==> config.mk <==
export PLATFORM = sky130hd
export DESIGN_NAME = ifetch_queue
export DESIGN_NICKNAME = d
export VERILOG_FILES = /design/src/rtl/ifetch_queue.sv
export SDC_FILE = /design/constraint.sdc
export NUM_CORES = 1
export LEC_CHECK = 0
export CORE_MARGIN = 2
export CORE_UTILIZATION = 56
export DETAILED_ROUTE_END_ITERATION = 12
export PLACE_DENSITY_LB_ADDON = 0.2
export RECOVER_POWER = 25
export SLEW_MARGIN = 5
export SYNTH_ARGS = -nofsm -noshare
export SYNTH_HDL_FRONTEND = slang
export SYNTH_SLANG_ARGS = --single-unit
==> constraint.sdc <==
create_clock -name clk -period 4.4 [get_ports clk]
set_input_delay 0.66 -clock clk [delete_from_list [all_inputs] [get_ports clk]]
set_output_delay 0.66 -clock clk [all_outputs]
set_load 0.005 [all_outputs]
==> src/rtl/ifetch_queue.sv <==
// ----------------------------------------------------------------------------
// ifetch_queue
//   Instruction-fetch front end. Owns the fetch address and issues word reads
//   to instruction memory over a req/gnt + in-order rvalid interface. Returned
//   words are buffered with their PCs in a DEPTH-entry FIFO and presented to
//   decode over valid/ready. A redirect loads a new fetch address, flushes the
//   queue and arranges for every read still in flight to be dropped on return.
//
//   Optional feature macro: IFQ_BYPASS_EN
//     defined   : a response arriving while the queue is empty (and nothing is
//                 being discarded) is presented to decode in the same cycle and
//                 consumed without a push if decode is ready.
//     undefined : every response passes through the FIFO; head outputs are
//                 driven only from registered state.
//
// Ports
//   clk             rising-edge clock
//   reset           synchronous, active-low reset
//   redirect_valid  load redirect_addr as the new fetch address this cycle
//   redirect_addr   new word address
//   mem_req         read request
//   mem_addr        word address of the request
//   mem_gnt         request accepted this cycle
//   mem_rvalid      read data valid (responses return in request order)
//   mem_rdata       read data
//   inst_valid      queue head valid
//   inst_data       queue head instruction
//   inst_pc         word address of inst_data
//   inst_ready      decode accepts the head
// ----------------------------------------------------------------------------
module ifetch_queue #(
   parameter int DEPTH = 4,   // power of 2, >= 2; also the read-credit limit
   parameter int AW    = 32,
   parameter int DW    = 32
) (
   input  logic          clk,
   input  logic          reset,
   input  logic          redirect_valid,
   input  logic [AW-1:0] redirect_addr,
   output logic          mem_req,
   output logic [AW-1:0] mem_addr,
   input  logic          mem_gnt,
   input  logic          mem_rvalid,
   input  logic [DW-1:0] mem_rdata,
   output logic          inst_valid,
   output logic [DW-1:0] inst_data,
   output logic [AW-1:0] inst_pc,
   input  logic          inst_ready
);

   localparam int PW = $clog2(DEPTH);
   localparam int CW = PW + 1;

   logic [AW-1:0] fetch_pc;
   logic [AW-1:0] resp_pc;
   logic [CW-1:0] count;
   logic [CW-1:0] outstanding;
   logic [CW-1:0] discard;
   logic [PW-1:0] wr_ptr;
   logic [PW-1:0] rd_ptr;

   logic [AW-1:0] fifo_pc   [DEPTH];
   logic [DW-1:0] fifo_data [DEPTH];

   logic [CW:0]   credit_used;
   logic          live;
   logic          fifo_valid;
   logic          grant;
   logic          accept;
   logic          bypass_take;
   logic          push;
   logic          pop;

   // Updates other than reset/redirect only happen on a normal working cycle.
   assign live       = reset && !redirect_valid;
   assign fifo_valid = (count != '0);

   // A request is only made when a FIFO slot is guaranteed for its response:
   // in-flight reads plus buffered words never exceed DEPTH.
   assign credit_used = {1'b0, outstanding} + {1'b0, count};
   assign mem_req     = live && (credit_used < (CW+1)'(DEPTH));
   assign mem_addr    = fetch_pc;
   assign grant       = mem_req && mem_gnt;

   // A response is kept only when no stale reads remain to be dropped.
   assign accept = live && mem_rvalid && (discard == '0);

`ifdef IFQ_BYPASS_EN
   logic bypass;

   assign bypass      = accept && !fifo_valid;
   assign inst_valid  = fifo_valid || bypass;
   assign inst_data   = fifo_valid ? fifo_data[rd_ptr] : (bypass ? mem_rdata : '0);
   assign inst_pc     = fifo_valid ? fifo_pc[rd_ptr]   : (bypass ? resp_pc   : '0);
   assign bypass_take = bypass && inst_ready;
`else
   assign inst_valid  = fifo_valid;
   assign inst_data   = fifo_valid ? fifo_data[rd_ptr] : '0;
   assign inst_pc     = fifo_valid ? fifo_pc[rd_ptr]   : '0;
   assign bypass_take = 1'b0;
`endif

   assign push = accept && !bypass_take;
   assign pop  = live && fifo_valid && inst_ready;

   // NOTE: every sequential process uses non-blocking assignments so that all
   // registers sample the same pre-edge values regardless of statement order.
   always_ff @(posedge clk) begin
      if (!reset) begin
         fetch_pc    <= '0;
         resp_pc     <= '0;
         count       <= '0;
         outstanding <= '0;
         discard     <= '0;
         wr_ptr      <= '0;
         rd_ptr      <= '0;
      end else if (redirect_valid) begin
         // No grant is possible this cycle (mem_req is low), so the reads still
         // owed after this edge are the current ones minus any returning now;
         // all of them belong to the old stream and must be dropped.
         fetch_pc    <= redirect_addr;
         resp_pc     <= redirect_addr;
         count       <= '0;
         wr_ptr      <= '0;
         rd_ptr      <= '0;
         outstanding <= outstanding - CW'(mem_rvalid);
         discard     <= outstanding - CW'(mem_rvalid);
      end else begin
         if (grant) begin
            fetch_pc <= fetch_pc + AW'(1);
         end
         outstanding <= outstanding + CW'(grant) - CW'(mem_rvalid);
         if (mem_rvalid && (discard != '0)) begin
            discard <= discard - CW'(1);
         end
         if (accept) begin
            resp_pc <= resp_pc + AW'(1);
         end
         if (push) begin
            wr_ptr <= wr_ptr + PW'(1);
         end
         if (pop) begin
            rd_ptr <= rd_ptr + PW'(1);
         end
         count <= count + CW'(push) - CW'(pop);
      end
   end

   // NOTE: the storage array has no reset; the head outputs are forced to zero
   // while the queue is empty, so stale or uninitialised entries never leak.
   always_ff @(posedge clk) begin
      if (push) begin
         fifo_pc[wr_ptr]   <= resp_pc;
         fifo_data[wr_ptr] <= mem_rdata;
      end
   end

endmodule

Word level (Yosys, flattened, before mapping) --
Memory sizes are Yosys's and may differ from the RTL's. A register that Yosys moved wholly into a read port is not among the register bits. Index checks and enable logic that the tools add are counted. W data, S select, Z words.
Storage, ports and cells: flip-flop bits (word level) 77, latch bits 0, memory bits (writable) 256, memory bits (read-only) 0, bits of input ports 70, output and inout bits 98, word-level logic and storage cells 53, memories kept 2
Memory list:
- fifo_data | words 4, bits a word 32, rd ports 1, clocked after Yosys merged registers in 1, write ports 1, RTL line 63 | logic [DW-1:0] fifo_data [DEPTH];
- fifo_pc | words 4, bits a word 32, rd ports 1, clocked after Yosys merged registers in 1, write ports 1, RTL line 62 | logic [AW-1:0] fifo_pc [DEPTH];
Operators by class: add/subtract/negate cells 11, multipliers 0, divide/modulo/power cells 0, magnitude comparators 1, equality and inequality tests 0, shifts and indexed selects 0, mux-type cells 15, bitwise gates (word level) 1, reduce and logical (&&, ||, !) cells 16
Operators with widths (number):
- $mux W32 | 6
- $add A32 B1 Y32 const B | 2
- $mux W3 | 3
- $sub A3 B1 Y3 | 3
- $logic_and A1 B1 Y1 | 8
- $mux W2 | 4
- $add A3 B1 Y3 | 2
- $reduce_bool A2 Y1 | 3
- $reduce_bool A3 Y1 | 2
- $add A2 B1 Y2 const B | 2
- $add A3 B3 Y4 | 1
- $lt A4 B3 Y1 const B | 1
- $logic_not A3 Y1 | 1
- $sub A3 B1 Y3 const B | 1
- $mux W1 | 2
- $reduce_or A2 Y1 | 1
- $logic_not A1 Y1 | 1
- $not A1 Y1 | 1

Longest topological paths before layout --
word-level depth 7, gate-level depth with buffers 14, gate-level depth less buffers 12

Worst setup path after synthesis --
OpenSTA, ideal clock, no wires.
kind input to register, from input port mem_rvalid, to memory fifo_data[0][0], enable pin, library setup time 429 ps, arrival 2898 ps, required time 3971 ps, path slack 1073 ps, stages 4, path buffers 2, cell sequence and3b_1 -> clkbuf_1 -> clkbuf_1 -> and3_1
Between the ends: longest elaborated chain between the ends 4
Ends and longest elaborated chain:
- start: declaration | RTL line 43 | input logic mem_rvalid,
- $logic_and A1 B1 Y1 (2 in a row) | RTL line 86 | assign accept = live && mem_rvalid && (discard == '0);
- $mux W1 | RTL line 152 | if (push) begin
- $mux W1 (not written as such) | RTL line 154 | fifo_data[wr_ptr] <= mem_rdata;
- end: declaration | RTL line 63
No other way between the ends.

==> impl_summary.log <==
[metrics] capture instance of the worst register-to-register path: outstanding[2]
[metrics] number of distinct standard cells referenced by the synthesized netlist: 59
[metrics] setup slack of the most critical reg-to-reg path: 1.61 ns
[metrics] internal power component: 5.09 mW
[metrics] Arrival @ worst endpoint: 2.83 ns
[metrics] Synth Net Count: 1036
[metrics] via count of the first global-routing pass: 8879
[metrics] number of flops mapped to enable cells by yosys: 256
[metrics] number of synthesized register bits: 335
[metrics] yosys synthesis warning count: 0
[metrics] Worst Tran Pin Value: 0.861 ns
[metrics] CTS H-tree lvls: 1
[metrics] Avg Cell Area, Syn: 14.8 um^2
[metrics] Worst Path Required: 3.74 ns
[metrics] Hold Path Depth: 2
[metrics] met2 layer wire length in the routed design: 14100 um
[metrics] share of synthesized area occupied by flip-flops and latches: 66.0%
[metrics] worst setup margin: 0.907 ns
[metrics] WL/cell: 20.3 um
[metrics] # resized after CTS: 0
[metrics] ANT nets after route: 0
[metrics] leakage dissipation: 5.51 nW
[metrics] endpoints failing setup: 0
[metrics] ys async rst share: 0%
[metrics] ratio of total power to cell area: 378 nW/um^2
[metrics] Hold Path Origin: wr_ptr[1]
[metrics] starting density of the core: 57.4%
[metrics] core box area: 24500 um^2
[metrics] Worst Hold Margin: 0.505 ns
[metrics] hold bufs inserted after CTS: 0
[metrics] clock tree from TritonCTS: done
[metrics] Post-Place Cells: 1407
[metrics] Reg area: 9270 um^2
[metrics] detailed-route via count: 8639
[metrics] Final Routed Wirelength: 29700 um
[metrics] normalized max-slew margin: 42.5%
[metrics] num ports: 168
[metrics] clock group share of total power: 38.4%
[metrics] final count of pins violating max slew: 0
[metrics] worst-case clock buffer depth: 3
[metrics] Chip Width: 162 um
[metrics] Critical Path End Type: primary output
[metrics] floorplan row count: 57
[metrics] pre-CTS setup slack: 0.744 ns
[metrics] Fillers: 1639
[metrics] detailed-placement wirelength estimate: 18700 um
[metrics] Seq pwr share: 55.4%
[metrics] cell with the most instances after synthesis: sky130_fd_sc_hd__edfxtp_1
[metrics] total gr overflow: 0
[metrics] Hold Vio Cnt, Final: 0
[metrics] DRT iter0 DRCs: 619
[metrics] area share of the largest cell type after synthesis: 54.7%
[metrics] critical path peak fanout: 26
[metrics] part of the cycle the worst path needs: 79.4%
[metrics] net switching share of the total power: 21.1%
[metrics] leading post-synthesis cells by instance count: sky130_fd_sc_hd__edfxtp_1 (256), sky130_fd_sc_hd__dfxtp_1 (79), sky130_fd_sc_hd__and2_1 (73), sky130_fd_sc_hd__mux4_2 (64), sky130_fd_sc_hd__nand2_1 (53)
[metrics] Worst Setup Start Kind: flop
[metrics] cell types occupying the most area after synthesis: sky130_fd_sc_hd__edfxtp_1 (55%), sky130_fd_sc_hd__dfxtp_1 (11%), sky130_fd_sc_hd__mux4_2 (10%), sky130_fd_sc_hd__and2_1 (3.3%), sky130_fd_sc_hd__xnor2_1 (1.6%)
[metrics] highest metal layer with signal wires: met4
[metrics] cell taking the most area after synthesis: sky130_fd_sc_hd__edfxtp_1
[metrics] final cell count without fillers: 1465
[metrics] count of TritonRoute iterations in the first routing pass: 5
[metrics] clock network latency to the later pin of the worst-skew pair: 0.55 ns
[metrics] global-route wire length before repair: 47300 um
[metrics] met1 wire length: 12900 um
[metrics] RSZ-0062 raised after global routing: no
[metrics] IO buf count: 167
[metrics] met3 wire length: 2130 um
[metrics] initial antenna violation count: 1
[metrics] area enclosed by the die boundary: 26400 um^2
[metrics] Critical R2R Launch: count[1]
[metrics] Clock Sinks: 335
[metrics] final period demand of the worst path: 3.49 ns
[metrics] highest ir drop seen on vdd: 262 uV
[metrics] gpl congestion: 0.920
[metrics] maximum achievable frequency: 286 MHz
[metrics] setup skew after layout: 0.0120 ns
[metrics] die boundary height: 162 um
[metrics] P&R area growth vs syn: 21.5%
[metrics] pin count of the biggest net entering global routing: 65
[metrics] Hold Path End: wr_ptr[1]
[metrics] relative contribution of combinational cells to total power: 6.2%
[metrics] via/cell ratio: 5.90
[metrics] final-layout setup total negative slack: 0 ns
[metrics] Total Routing Usage GR: 22.8%
[metrics] clock buffers created by TritonCTS: 31
[metrics] primary flip-flop cell chosen by synthesis mapping: sky130_fd_sc_hd__edfxtp_1
[metrics] switching power: 1.36 mW
[metrics] Post-CTS Repair Setup Buffers: 0
[metrics] max-cap viol count: 0
[metrics] area of the multi-input gates: 4490 um^2
[metrics] clock root buffer: sky130_fd_sc_hd__clkbuf_16
[metrics] classification of the worst setup path: reg -> out
[metrics] Hold WC Path Type: reg -> reg
[metrics] Cells after Synth: 948
[metrics] cell count of the worst reg-to-reg path: 12
[metrics] run status: finished clean
[metrics] fraction of final layout cells sized beyond drive strength 1: 12.5%
[metrics] combined area of all synthesized cells: 14000 um^2
[metrics] Final nets: 1204
[metrics] clock transition time at the flip-flop clock pins of the worst setup and hold paths: 0.07 ns
[metrics] DR DRC count: 0
[how the worst max path moves through the flow]
| stage | cells after the start | slack [ns] | endpoint |
|---|---|---|---|
| global placement | 13 | 0.80 | outstanding[2] |
| global route | 4 | 0.70 | inst_pc[21] |
| floorplan | 4 | 1.07 | fifo_data[0][0] |
| CTS | 4 | 0.81 | inst_pc[21] |
| finish | 4 | 0.91 | inst_pc[21] |
| detailed placement | 13 | 0.74 | outstanding[2] |
[final cells by class]
class                           instances  share of cell area (%)
Antenna cell                            1                  0.0147
Clock buffer                           42                    4.96
Clock inverter                         15                   0.565
Inverter                               19                   0.418
Multi-Input combinational cell        544                    26.3
Sequential cell                       335                    54.3
Tap cell                              324                    2.38
Timing Repair Buffer                  185                    11.0
[stage by stage]
step | power, mW | cell area [um^2] | utilization (%)
after floorplan | 3.82 | 14000 | -
final | 6.45 | 17100 | 69.8
after detailed placement | 4.04 | 16100 | 65.9
after global routing | 6.66 | 17100 | 69.8
after global placement | 4.03 | 16100 | 65.9
after CTS | 6.49 | 17100 | 69.8
[critical path: stages (launching register included)]
cell and delay, ns:
sky130_fd_sc_hd__dfxtp_4 0.70, sky130_fd_sc_hd__buf_4 0.40, sky130_fd_sc_hd__mux4_2 0.57, sky130_fd_sc_hd__and2_1 0.17
sky130_fd_sc_hd__clkdlybuf4s50_1 0.44
[sequential cells by signal, indices dropped and copies added, names as in the netlist, named ones only]
signal and cells:
fifo_pc 128, fifo_data 128, outstanding 3, rd_ptr 2
resp_pc 32, mem_addr 32, discard 3, count 3
wr_ptr 2
[layer usage]
metal / track usage (%) / up-vias
met5: 0 / -
met4: 5.59 / 0
met3: 3.28 / 52
met2: 37.4 / 355
met1: 33.0 / 4238
li1: - / 3994
[kinds of logic (layout without fill, tap and decap cells)]
logic type / after synthesis / count (layout) / share of synthesized area, %
buffers and inverters: 69 / 261 / 2.10
other: 0 / 1 / 0
flip-flops: 335 / 335 / 66.0
multiplexers: 65 / 65 / 10.3
adder cells (fa/ha/maj): 18 / 18 / 1.71
XOR/XNOR: 44 / 44 / 2.74
AND/OR/NAND/NOR: 282 / 282 / 11.3
AO/OA/AOI/OAI: 135 / 135 / 5.86
[power by group through the flow]
| stage | registers (mW) | logic [mW] | clock network, mW |
|---|---|---|---|
| floorplan | 3.61 | 0.205 | 0 |
| global placement | 3.63 | 0.396 | 0 |
| detailed placement | 3.64 | 0.402 | 0 |
| CTS | 3.57 | 0.405 | 2.52 |
| global route | 3.58 | 0.445 | 2.63 |
| finish | 3.57 | 0.401 | 2.48 |
[cells in the final DEF (no fill, tap or decap), types with 20 or more instances in the layout]
master | netlist | layout
sky130_fd_sc_hd__mux4_2 | 64 | 64
sky130_fd_sc_hd__nand3_1 | 31 | 31
sky130_fd_sc_hd__a21oi_1 | 43 | 43
sky130_fd_sc_hd__clkbuf_16 | 0 | 31
sky130_fd_sc_hd__dfxtp_1 | 79 | 77
sky130_fd_sc_hd__o21ai_0 | 37 | 37
sky130_fd_sc_hd__and2_1 | 73 | 73
sky130_fd_sc_hd__nand2_1 | 53 | 53
sky130_fd_sc_hd__nand4_1 | 20 | 20
sky130_fd_sc_hd__xnor2_1 | 26 | 26
sky130_fd_sc_hd__clkdlybuf4s50_1 | 0 | 155
sky130_fd_sc_hd__nor2_1 | 27 | 27
sky130_fd_sc_hd__edfxtp_1 | 256 | 256
(Power assumes the default switching activity.)
